$ cat config.mk
export PLATFORM = sky130hd
export DESIGN_NAME = emergency_preempt
export DESIGN_NICKNAME = d
export VERILOG_FILES = /design/src/rtl/emergency_preempt.sv
export SDC_FILE = /design/constraint.sdc
export NUM_CORES = 1
export LEC_CHECK = 0
export ABC_AREA = 1
export BUFFER_PORTS_ARGS = -buffer_cell sky130_fd_sc_hd__clkbuf_2
export CAP_MARGIN = 20
export CORE_UTILIZATION = 60
export DETAILED_ROUTE_END_ITERATION = 6
export PLACE_DENSITY_LB_ADDON = 0.3
export SETUP_SLACK_MARGIN = 0.3
export SYNTH_ARGS = -nofsm -noshare
export SYNTH_HDL_FRONTEND = slang
export SYNTH_SLANG_ARGS = --single-unit
$ cat constraint.sdc
create_clock -name clk -period 2.9 [get_ports clk]
set_input_delay 0.145 -clock clk [delete_from_list [all_inputs] [get_ports clk]]
set_output_delay 0.145 -clock clk [all_outputs]
set_load 0.02 [all_outputs]
$ cat src/rtl/emergency_preempt.sv
// ---------------------------------------------------------------------------
// emergency_preempt
//   Emergency-vehicle preemption sequencer placed between the normal phase
//   controller and the lamp drivers. While idle it passes the normal light
//   codes through with one cycle of latency. On an emergency request it
//   clears conflicting lanes (yellow, then all-red), grants green to the
//   requesting lane for at least HOLD_CYC cycles (longer while the request
//   stays high), then runs an exit clearance and hands control back.
//
//   Lane light code, 2 bits per lane (lane i = bits [2i+1:2i]):
//     00 RED, 01 YELLOW, 11 GREEN, 10 treated as RED.
//
// Ports
//   clk           in   1          rising-edge clock
//   rst           in   1          synchronous reset, active high
//   emergencyLane in   LANES      level request per lane, lane 0 = highest priority
//   normalLane    in   2*LANES    light codes from the normal controller
//   laneOutput    out  2*LANES    registered light codes to the lamp drivers
//   preemptActive out  1          registered, high whenever not IDLE
//   servedLane    out  SL_W       registered index of the lane being served
//
// Configuration
//   EMERGENCY_PREEMPT_CHAIN_EN  when defined, a request pending at the end of
//   the exit all-red interval is granted directly (lanes are already red),
//   without returning through IDLE and a fresh clearance sequence.
// ---------------------------------------------------------------------------

// Per-lane light code selection for the state being entered.
module emergency_preempt_lane (
    input  logic       pass_i,    // pass the normal code through
    input  logic       grn_i,     // this lane shows GREEN
    input  logic       yel_i,     // this lane shows YELLOW
    input  logic [1:0] normal_i,  // normal-controller code for this lane
    output logic [1:0] code_o,    // code to register for the lamp driver
    output logic       green_o    // normal code is GREEN (10 is not green)
);
    assign green_o = (normal_i == 2'b11);

    always_comb begin
        if (pass_i)     code_o = normal_i;
        else if (grn_i) code_o = 2'b11;
        else if (yel_i) code_o = 2'b01;
        else            code_o = 2'b00;
    end
endmodule

module emergency_preempt #(
    parameter  int LANES      = 4,
    parameter  int YELLOW_CYC = 8,
    parameter  int ALLRED_CYC = 4,
    parameter  int HOLD_CYC   = 16,
    parameter  int CNT_W      = 8,
    localparam int SL_W       = (LANES > 1) ? $clog2(LANES) : 1
) (
    input  logic                 clk,
    input  logic                 rst,
    input  logic [LANES-1:0]     emergencyLane,
    input  logic [2*LANES-1:0]   normalLane,
    output logic [2*LANES-1:0]   laneOutput,
    output logic                 preemptActive,
    output logic [SL_W-1:0]      servedLane
);

    typedef enum logic [2:0] {
        IDLE     = 3'd0,
        CLR_YEL  = 3'd1,
        CLR_RED  = 3'd2,
        GRANT    = 3'd3,
        EXIT_YEL = 3'd4,
        EXIT_RED = 3'd5
    } state_t;

    // Counter load values: a state lasting N cycles loads N-1 on entry and
    // exits on the edge where the counter reads 0.
    localparam logic [CNT_W-1:0] YEL_LD  = CNT_W'(YELLOW_CYC - 1);
    localparam logic [CNT_W-1:0] RED_LD  = CNT_W'(ALLRED_CYC - 1);
    localparam logic [CNT_W-1:0] HOLD_LD = CNT_W'(HOLD_CYC - 1);

    state_t                 state_q, state_d;
    logic [CNT_W-1:0]       cnt_q, cnt_d;
    logic [SL_W-1:0]        served_q, served_d;
    logic [LANES-1:0]       ymask_q, ymask_d;   // lanes green at capture
    logic [2*LANES-1:0]     lane_q, lane_d;
    logic                   active_q, active_d;

    logic [LANES-1:0]       green_now;
    logic [LANES-1:0][1:0]  lane_code_d;
    logic                   cnt_zero;

    // Fixed priority: lowest set index wins.
    function automatic logic [SL_W-1:0] lowest(input logic [LANES-1:0] v);
        lowest = '0;
        for (int i = LANES - 1; i >= 0; i--) begin
            if (v[i]) lowest = SL_W'(i);
        end
    endfunction

    assign cnt_zero = (cnt_q == '0);

    // ---------------- next-state ----------------
    always_comb begin
        state_d  = state_q;
        cnt_d    = cnt_q;
        served_d = served_q;
        ymask_d  = ymask_q;

        case (state_q)
            IDLE: begin
                if (|emergencyLane) begin
                    served_d = lowest(emergencyLane);
                    ymask_d  = green_now;
                    // Nothing green means nothing to clear through yellow.
                    if (|green_now) begin
                        state_d = CLR_YEL;
                        cnt_d   = YEL_LD;
                    end else begin
                        state_d = CLR_RED;
                        cnt_d   = RED_LD;
                    end
                end
            end
            CLR_YEL: begin
                if (cnt_zero) begin
                    state_d = CLR_RED;
                    cnt_d   = RED_LD;
                end else begin
                    cnt_d = cnt_q - CNT_W'(1);
                end
            end
            CLR_RED: begin
                if (cnt_zero) begin
                    state_d = GRANT;
                    cnt_d   = HOLD_LD;
                end else begin
                    cnt_d = cnt_q - CNT_W'(1);
                end
            end
            GRANT: begin
                // Minimum hold first; afterwards the request level extends it.
                if (!cnt_zero) begin
                    cnt_d = cnt_q - CNT_W'(1);
                end else if (!emergencyLane[served_q]) begin
                    state_d = EXIT_YEL;
                    cnt_d   = YEL_LD;
                end
            end
            EXIT_YEL: begin
                if (cnt_zero) begin
                    state_d = EXIT_RED;
                    cnt_d   = RED_LD;
                end else begin
                    cnt_d = cnt_q - CNT_W'(1);
                end
            end
            EXIT_RED: begin
                if (cnt_zero) begin
`ifdef EMERGENCY_PREEMPT_CHAIN_EN
                    if (|emergencyLane) begin
                        state_d  = GRANT;
                        served_d = lowest(emergencyLane);
                        cnt_d    = HOLD_LD;
                    end else begin
                        state_d = IDLE;
                        cnt_d   = '0;
                    end
`else
                    state_d = IDLE;
                    cnt_d   = '0;
`endif
                end else begin
                    cnt_d = cnt_q - CNT_W'(1);
                end
            end
            default: begin
                state_d = IDLE;
                cnt_d   = '0;
            end
        endcase
    end

    // ---------------- per-lane output codes for the state being entered ----
    for (genvar g = 0; g < LANES; g++) begin : g_lane
        logic is_served;
        logic pass, grn, yel;

        assign is_served = (served_d == SL_W'(g));
        assign pass      = (state_d == IDLE);
        assign grn       = (state_d == GRANT) && is_served;
        assign yel       = ((state_d == CLR_YEL) && ymask_d[g]) ||
                           ((state_d == EXIT_YEL) && is_served);

        emergency_preempt_lane u_lane (
            .pass_i   (pass),
            .grn_i    (grn),
            .yel_i    (yel),
            .normal_i (normalLane[2*g +: 2]),
            .code_o   (lane_code_d[g]),
            .green_o  (green_now[g])
        );
    end

    assign lane_d   = lane_code_d;
    assign active_d = (state_d != IDLE);

    // ---------------- state and output registers ----------------
    always_ff @(posedge clk) begin
        if (rst) begin
            state_q  <= IDLE;
            cnt_q    <= '0;
            served_q <= '0;
            ymask_q  <= '0;
            lane_q   <= '0;
            active_q <= 1'b0;
        end else begin
            state_q  <= state_d;
            cnt_q    <= cnt_d;
            served_q <= served_d;
            ymask_q  <= ymask_d;
            lane_q   <= lane_d;
            active_q <= active_d;
        end
    end

    assign laneOutput    = lane_q;
    assign preemptActive = active_q;
    assign servedLane    = served_q;

endmodule
## Word level (Yosys, flattened, before mapping)

Index checks and enable logic that the tools add are counted.

| cells by class | value |
|---|---|
| add/subtract/negate cells | 1 |
| magnitude comparators | 1 |
| equal/unequal tests | 17 |
| muxes and demuxes | 39 |
| reduce and logical (&&, ||, !) cells | 25 |

Operators by type and width:

| kind | number |
|---|---|
| 8-bit two-way mux | 6 |
| 8-bit case mux with 5 select lines | 1 |
| 2-bit two-way mux | 15 |
| 3-bit two-way mux | 8 |
| 3-bit case mux with 6 select lines | 1 |
| 2-bit == test, second input constant | 6 |
| 1-bit logical AND | 12 |
| 3-bit by 2-bit == test with 1-bit output, second input constant | 3 |
| 3-bit == test, second input constant | 3 |
| 8-bit zero test | 1 |
| 4-bit two-way mux | 2 |
| 4-bit OR reduction | 2 |
| 8-bit by 1-bit subtractor with 8-bit output, second input constant | 1 |
| 3-bit by 1-bit == test with 1-bit output, second input constant | 2 |
| 3-bit zero test | 2 |
| 1-bit two-way mux | 5 |
| 1-bit logical OR | 4 |
| 2-bit by 3-bit less-than comparator with 1-bit output, second input constant | 1 |
| 3-bit inequality test, second input constant | 1 |
| 3-bit nonzero test | 1 |
| 1-bit binary-select mux with 2-bit select | 1 |
| 2-bit by 1-bit == test with 1-bit output, second input constant | 1 |
| 2-bit zero test | 1 |
| 2-bit inequality test, second input constant | 1 |
| other kinds (2) | 2 |

| word-level totals | value |
|---|---|
| flip-flop bits (word level) | 26 |
| bits of input ports | 14 |
| output and inout port bits | 11 |

## Longest topological paths before layout

| depth | value |
|---|---|
| depth after elaboration | 12 |
| gate-level depth with buffers | 13 |

## By module

A second synthesis with hierarchy kept.

| second synthesis, totals | value |
|---|---|
| cell total of the unflattened synthesis | 297 |
| area total of the unflattened synthesis | 1712.9 sq um |

Modules (own cells, without submodules):

| module | instances | cells each | area each (sq um) |
|---|---|---|---|
| emergency_preempt | 1 | 261 | 1557.7 |
| emergency_preempt_lane | 4 | 9 | 38.8 |

## Least setup slack after synthesis

Ideal clock, no wire load.

| timing path | value |
|---|---|
| kind | register to register |
| start point | reg cnt_q[0] |
| end point | reg cnt_q[6] |
| library setup time | 126 ps |
| arrival | 1505 ps |
| setup slack | 1269 ps |
| stages on the path, launching flop included | 12 |
| buffers on the path | 1 |
| path through | dfxtp_1 inv_1 ha_1 nand2_2 nor2_4 buf_6 nand4_1 nand2_2 inv_2 nand3b_1 xor2_1 nor2_1 |

| on the way | value |
|---|---|
| longest elaborated chain between the ends | 3 |

Ends and longest elaborated chain:

| element | line | source |
|---|---|---|
| from (decl) | 80 | `logic [CNT_W-1:0] cnt_q, cnt_d;` |
| from (signal assigned) | 216 | `cnt_q <= cnt_d;` |
| 8-bit by 1-bit subtractor with 8-bit output or 8-bit zero test (tied branches) | -- |  |
| 8-bit two-way mux (tied with other cells) | 156 | `if (cnt_zero) begin` |
| 8-bit case mux with 5 select lines or 2-bit AND reduction (tied branches) | -- |  |

Several ways; a longest one is shown, not always the timed one.
A chain may end at the register's enable or synchronous reset.

## Worst setup path after layout

| timing path | value |
|---|---|
| start point | reg cnt_q[0] |
| end point | reg lane_q[0], in the netlist laneOutput[0] |

| on the way | value |
|---|---|
| longest elaborated chain between the ends | 9 |

Ends and longest elaborated chain:

| element | line | source |
|---|---|---|
| 8-bit zero test * | 98 | `assign cnt_zero = (cnt_q == '0);` |
| 3-bit two-way mux, on equally long branches | -- |  |
| 3-bit case mux with 6 select lines * | 107 | `case (state_q)` |
| 3-bit by 1-bit == test with 1-bit output or 3-bit == test (tied branches) | 189, 190 |  |
| 1-bit logical AND, on equally long branches | 189, 190 |  |
| 1-bit logical OR | 189 | `assign yel = ((state_d == CLR_YEL) && ymask_d[g]) \|\|` |
| 1-bit two-way mux | 42 | `else if (yel_i) code_o = 2'b01;` |
| 2-bit two-way mux | 41 | `else if (grn_i) code_o = 2'b11;` |
| 2-bit two-way mux * | 40 | `if (pass_i) code_o = normal_i;` |
| to (signal assigned) | 219 | `lane_q <= lane_d;` |
| to (decl) | 83 | `logic [2*LANES-1:0] lane_q, lane_d;` |

Every way passes the cells marked *; elsewhere a longest branch is shown, timed or not.

==> reports/metrics.cfg <==
[timing]
hold_ws_ns=0.0751
setup_tns_ns=0
report.final.slew_viol_count=0
relSlewSlack_pct=64.5
hold_violations=0
finClkSkew_ns=0.00249
grt_setup_unrepaired=false
worst_slack_ns=0.759
final.min_clock_period_ns=2.14
fin_crit_sh_pct=73.8
finalSetupViolations=0
worstMarginPinSlew_ns=0.529
fmax_ghz=0.467

[drt]
wl_per_cell_um=11.8
drt-initial-drc-count=78
final_antenna_net_count=0
first_pass_iters=5
wirelength_um=3680
vias_per_cell=5.49
vias=1708
drc=0

[clock_tree]
clk_pin_slew_ns=0.15
clock_latency_ns=0.32
cts_resized=0
postCtsSetupBuffers=0
clock-sinks=26
cts_tree=yes
cts_buffers=3
clockBufferDepth=2
root_buffer=clkbuf_4
cts-htree-levels=1
ctsHoldBuffers=0

[global_route]
groute.usage.overall_pct=28.1
grt-ovfl-total=0
grt_max_degree=19
grt_pass1_vias=1412
grt_first_pass_wirelength_um=5950
antenna_found_initial=0

[critical_path]
path_buf_inv=1
crit_path_max_fanout=13
crit_chain=inv_1, ha_1, nand2_2, nor2_4, nand2_1, nand2_2, nand3_1, nor2_2, nand2_2, nand2_1, nor2_1, nor2_1
max_stage_delay_ns=0.39
crit_cells=12
crit_type=reg2reg
path_delay_family=simple AND/OR/NAND/NOR gates
critPathRequiredTime_ns=3.18
worstSetupStartpointType=flop
cp_slowest_cell=nor2_2
worst_path_most_repeated_cell=nand2_2
cp.arrival_ns=2.42
reg2reg_depth=12
cp-end-kind=flop

[floorplan]
ioPinCount=25
placementRows=18
core_area_um2=2500
die-area_um2=2900
start_util_pct=64.6
die_x_um=53.9
die_y_um=53.9

[logic_synthesis]
yosysMostFrequentCell=nand2_1
synth_commonest_cells=nand2_1, nor2_1, dfxtp_1, inv_1, o21ai_0
yosysUniqueCellTypes=26
ys_seq_elements=26
yosys_warnings=0
synth_area_leaders=dfxtp_1, nand2_1, nor2_1
syn_area_um2=1610
synth_top_area_share_pct=32.2
async_reset_ff_share_pct=0
synth_edf_count=0
avgSynthCellArea_um2=6.28
synthCells=257
ys_dominant_reg_cell=dfxtp_1
yosys.area.top_type=dfxtp_1
syn_nets=272
yosysSeqAreaShare_pct=32.2

[power]
peakVddDrop_v=0.000749
power_leakage_nw=0.946
power_density_nw_per_um2=1240

[cells_and_area]
stdcell_count=311
finalCoreUtilization_pct=71.8
drive_gt1_share_pct=18.5
final_nets=297
fillers=227
layout-area-overhead-vs-synth_pct=11.2
antenna_cells=0

[placement]
dp_cells=307
place.port_buffers=24
globalplace.congestion=0.939
hpwl_um=2830
place_ws_ns=0.827

[run]
cap_violations=0

[min_path]
holdPathStages=3
min_path_type=in2reg

[run_status]
status=complete, no violations

==> sequential cells by signal (all words and copies together) (netlist names) <==
| register | cells |
|---|---|
| cnt_q | 8 |
| laneOutput | 8 |
| ymask_q | 4 |
| state_q | 3 |
| servedLane | 2 |
| preemptActive | 1 |
==> area by class of cell <==
class	instances	area [µm²]	share of cell area, %
clock inverters	1	30.0	1.67
multi-input cells	195	943	52.6
inverters	32	120	6.69
flip-flops and latches	26	520	29.0
clock buffers	3	22.5	1.26
well taps	30	37.5	2.09
repair buffers	24	120	6.69
==> metal layers <==
metal	wire, µm	vias up	GRT usage, %
met5	0	-	0
met4	38	0	7.89
met3	204	7	3.39
met2	1740	72	46.7
met1	1700	762	37.8
li1	-	867	-
==> cell families after synthesis <==
| family | Yosys count | synth area share (%) |
|---|---|---|
| buffers and inverters | 36 | 9.30 |
| AO/OA/AOI/OAI | 34 | 11.4 |
| AND/OR/NAND/NOR | 156 | 44.1 |
| XOR/XNOR | 4 | 2.17 |
| flip-flops | 26 | 32.2 |
| adder cells (fa/ha/maj) | 1 | 0.775 |
==> per-stage QoR <==
stage	power (mW)	instance area (µm²)
after detailed placement	1.95	1740
after floorplan	1.72	1610
after global placement	1.93	1740
final	2.22	1790
after global routing	2.43	1790
after CTS	2.21	1790
==> layout by cell type, fill, tap and decap left out <==
| master | instances |
|---|---|
| clkbuf_2 | 24 |
| nor2_1 | 42 |
| ha_1 | 1 |
| o31ai_1 | 1 |
| inv_1 | 25 |
| o21ai_0 | 15 |
| nor2_2 | 4 |
| nand4_1 | 8 |
| and2_1 | 1 |
| o21ai_2 | 1 |
| a31oi_1 | 1 |
| nor2_4 | 4 |
| inv_2 | 7 |
| o41ai_1 | 1 |
| o21bai_1 | 1 |
| nand2_4 | 1 |
| clkbuf_4 | 3 |
| a21oi_1 | 14 |
| nand3_2 | 1 |
| dfxtp_1 | 26 |
| nand3b_1 | 5 |
| nand2_1 | 71 |
| xor2_1 | 4 |
| bufinv_16 | 1 |
| nand3_1 | 13 |
| nand2_2 | 6 |
==> report_power, final <==
| part | switching [mW] | internal [mW] |
|---|---|---|
| clock | 0.111 | 0.140 |
| combinational | 0.941 | 0.449 |
| sequential | 0.0853 | 0.495 |
==> worst paths after layout <==
| check | start | endpoint | slack (ns) |
|---|---|---|---|
| worst max-delay path | cnt_q[0] | laneOutput[0] | 0.76 |
| worst min-delay path | normalLane[5] | laneOutput[5] | 0.08 |
| worst max register to register | cnt_q[0] | laneOutput[0] | 0.76 |
| worst min register to register | cnt_q[0] | cnt_q[0] | 0.47 |
==> tightest hold or removal path, cell delays in order <==
cell and delay, ns:
clkbuf_2 0.09, nand3_1 0.07, a21oi_1 0.06
Power figures use the tool's default switching activity.
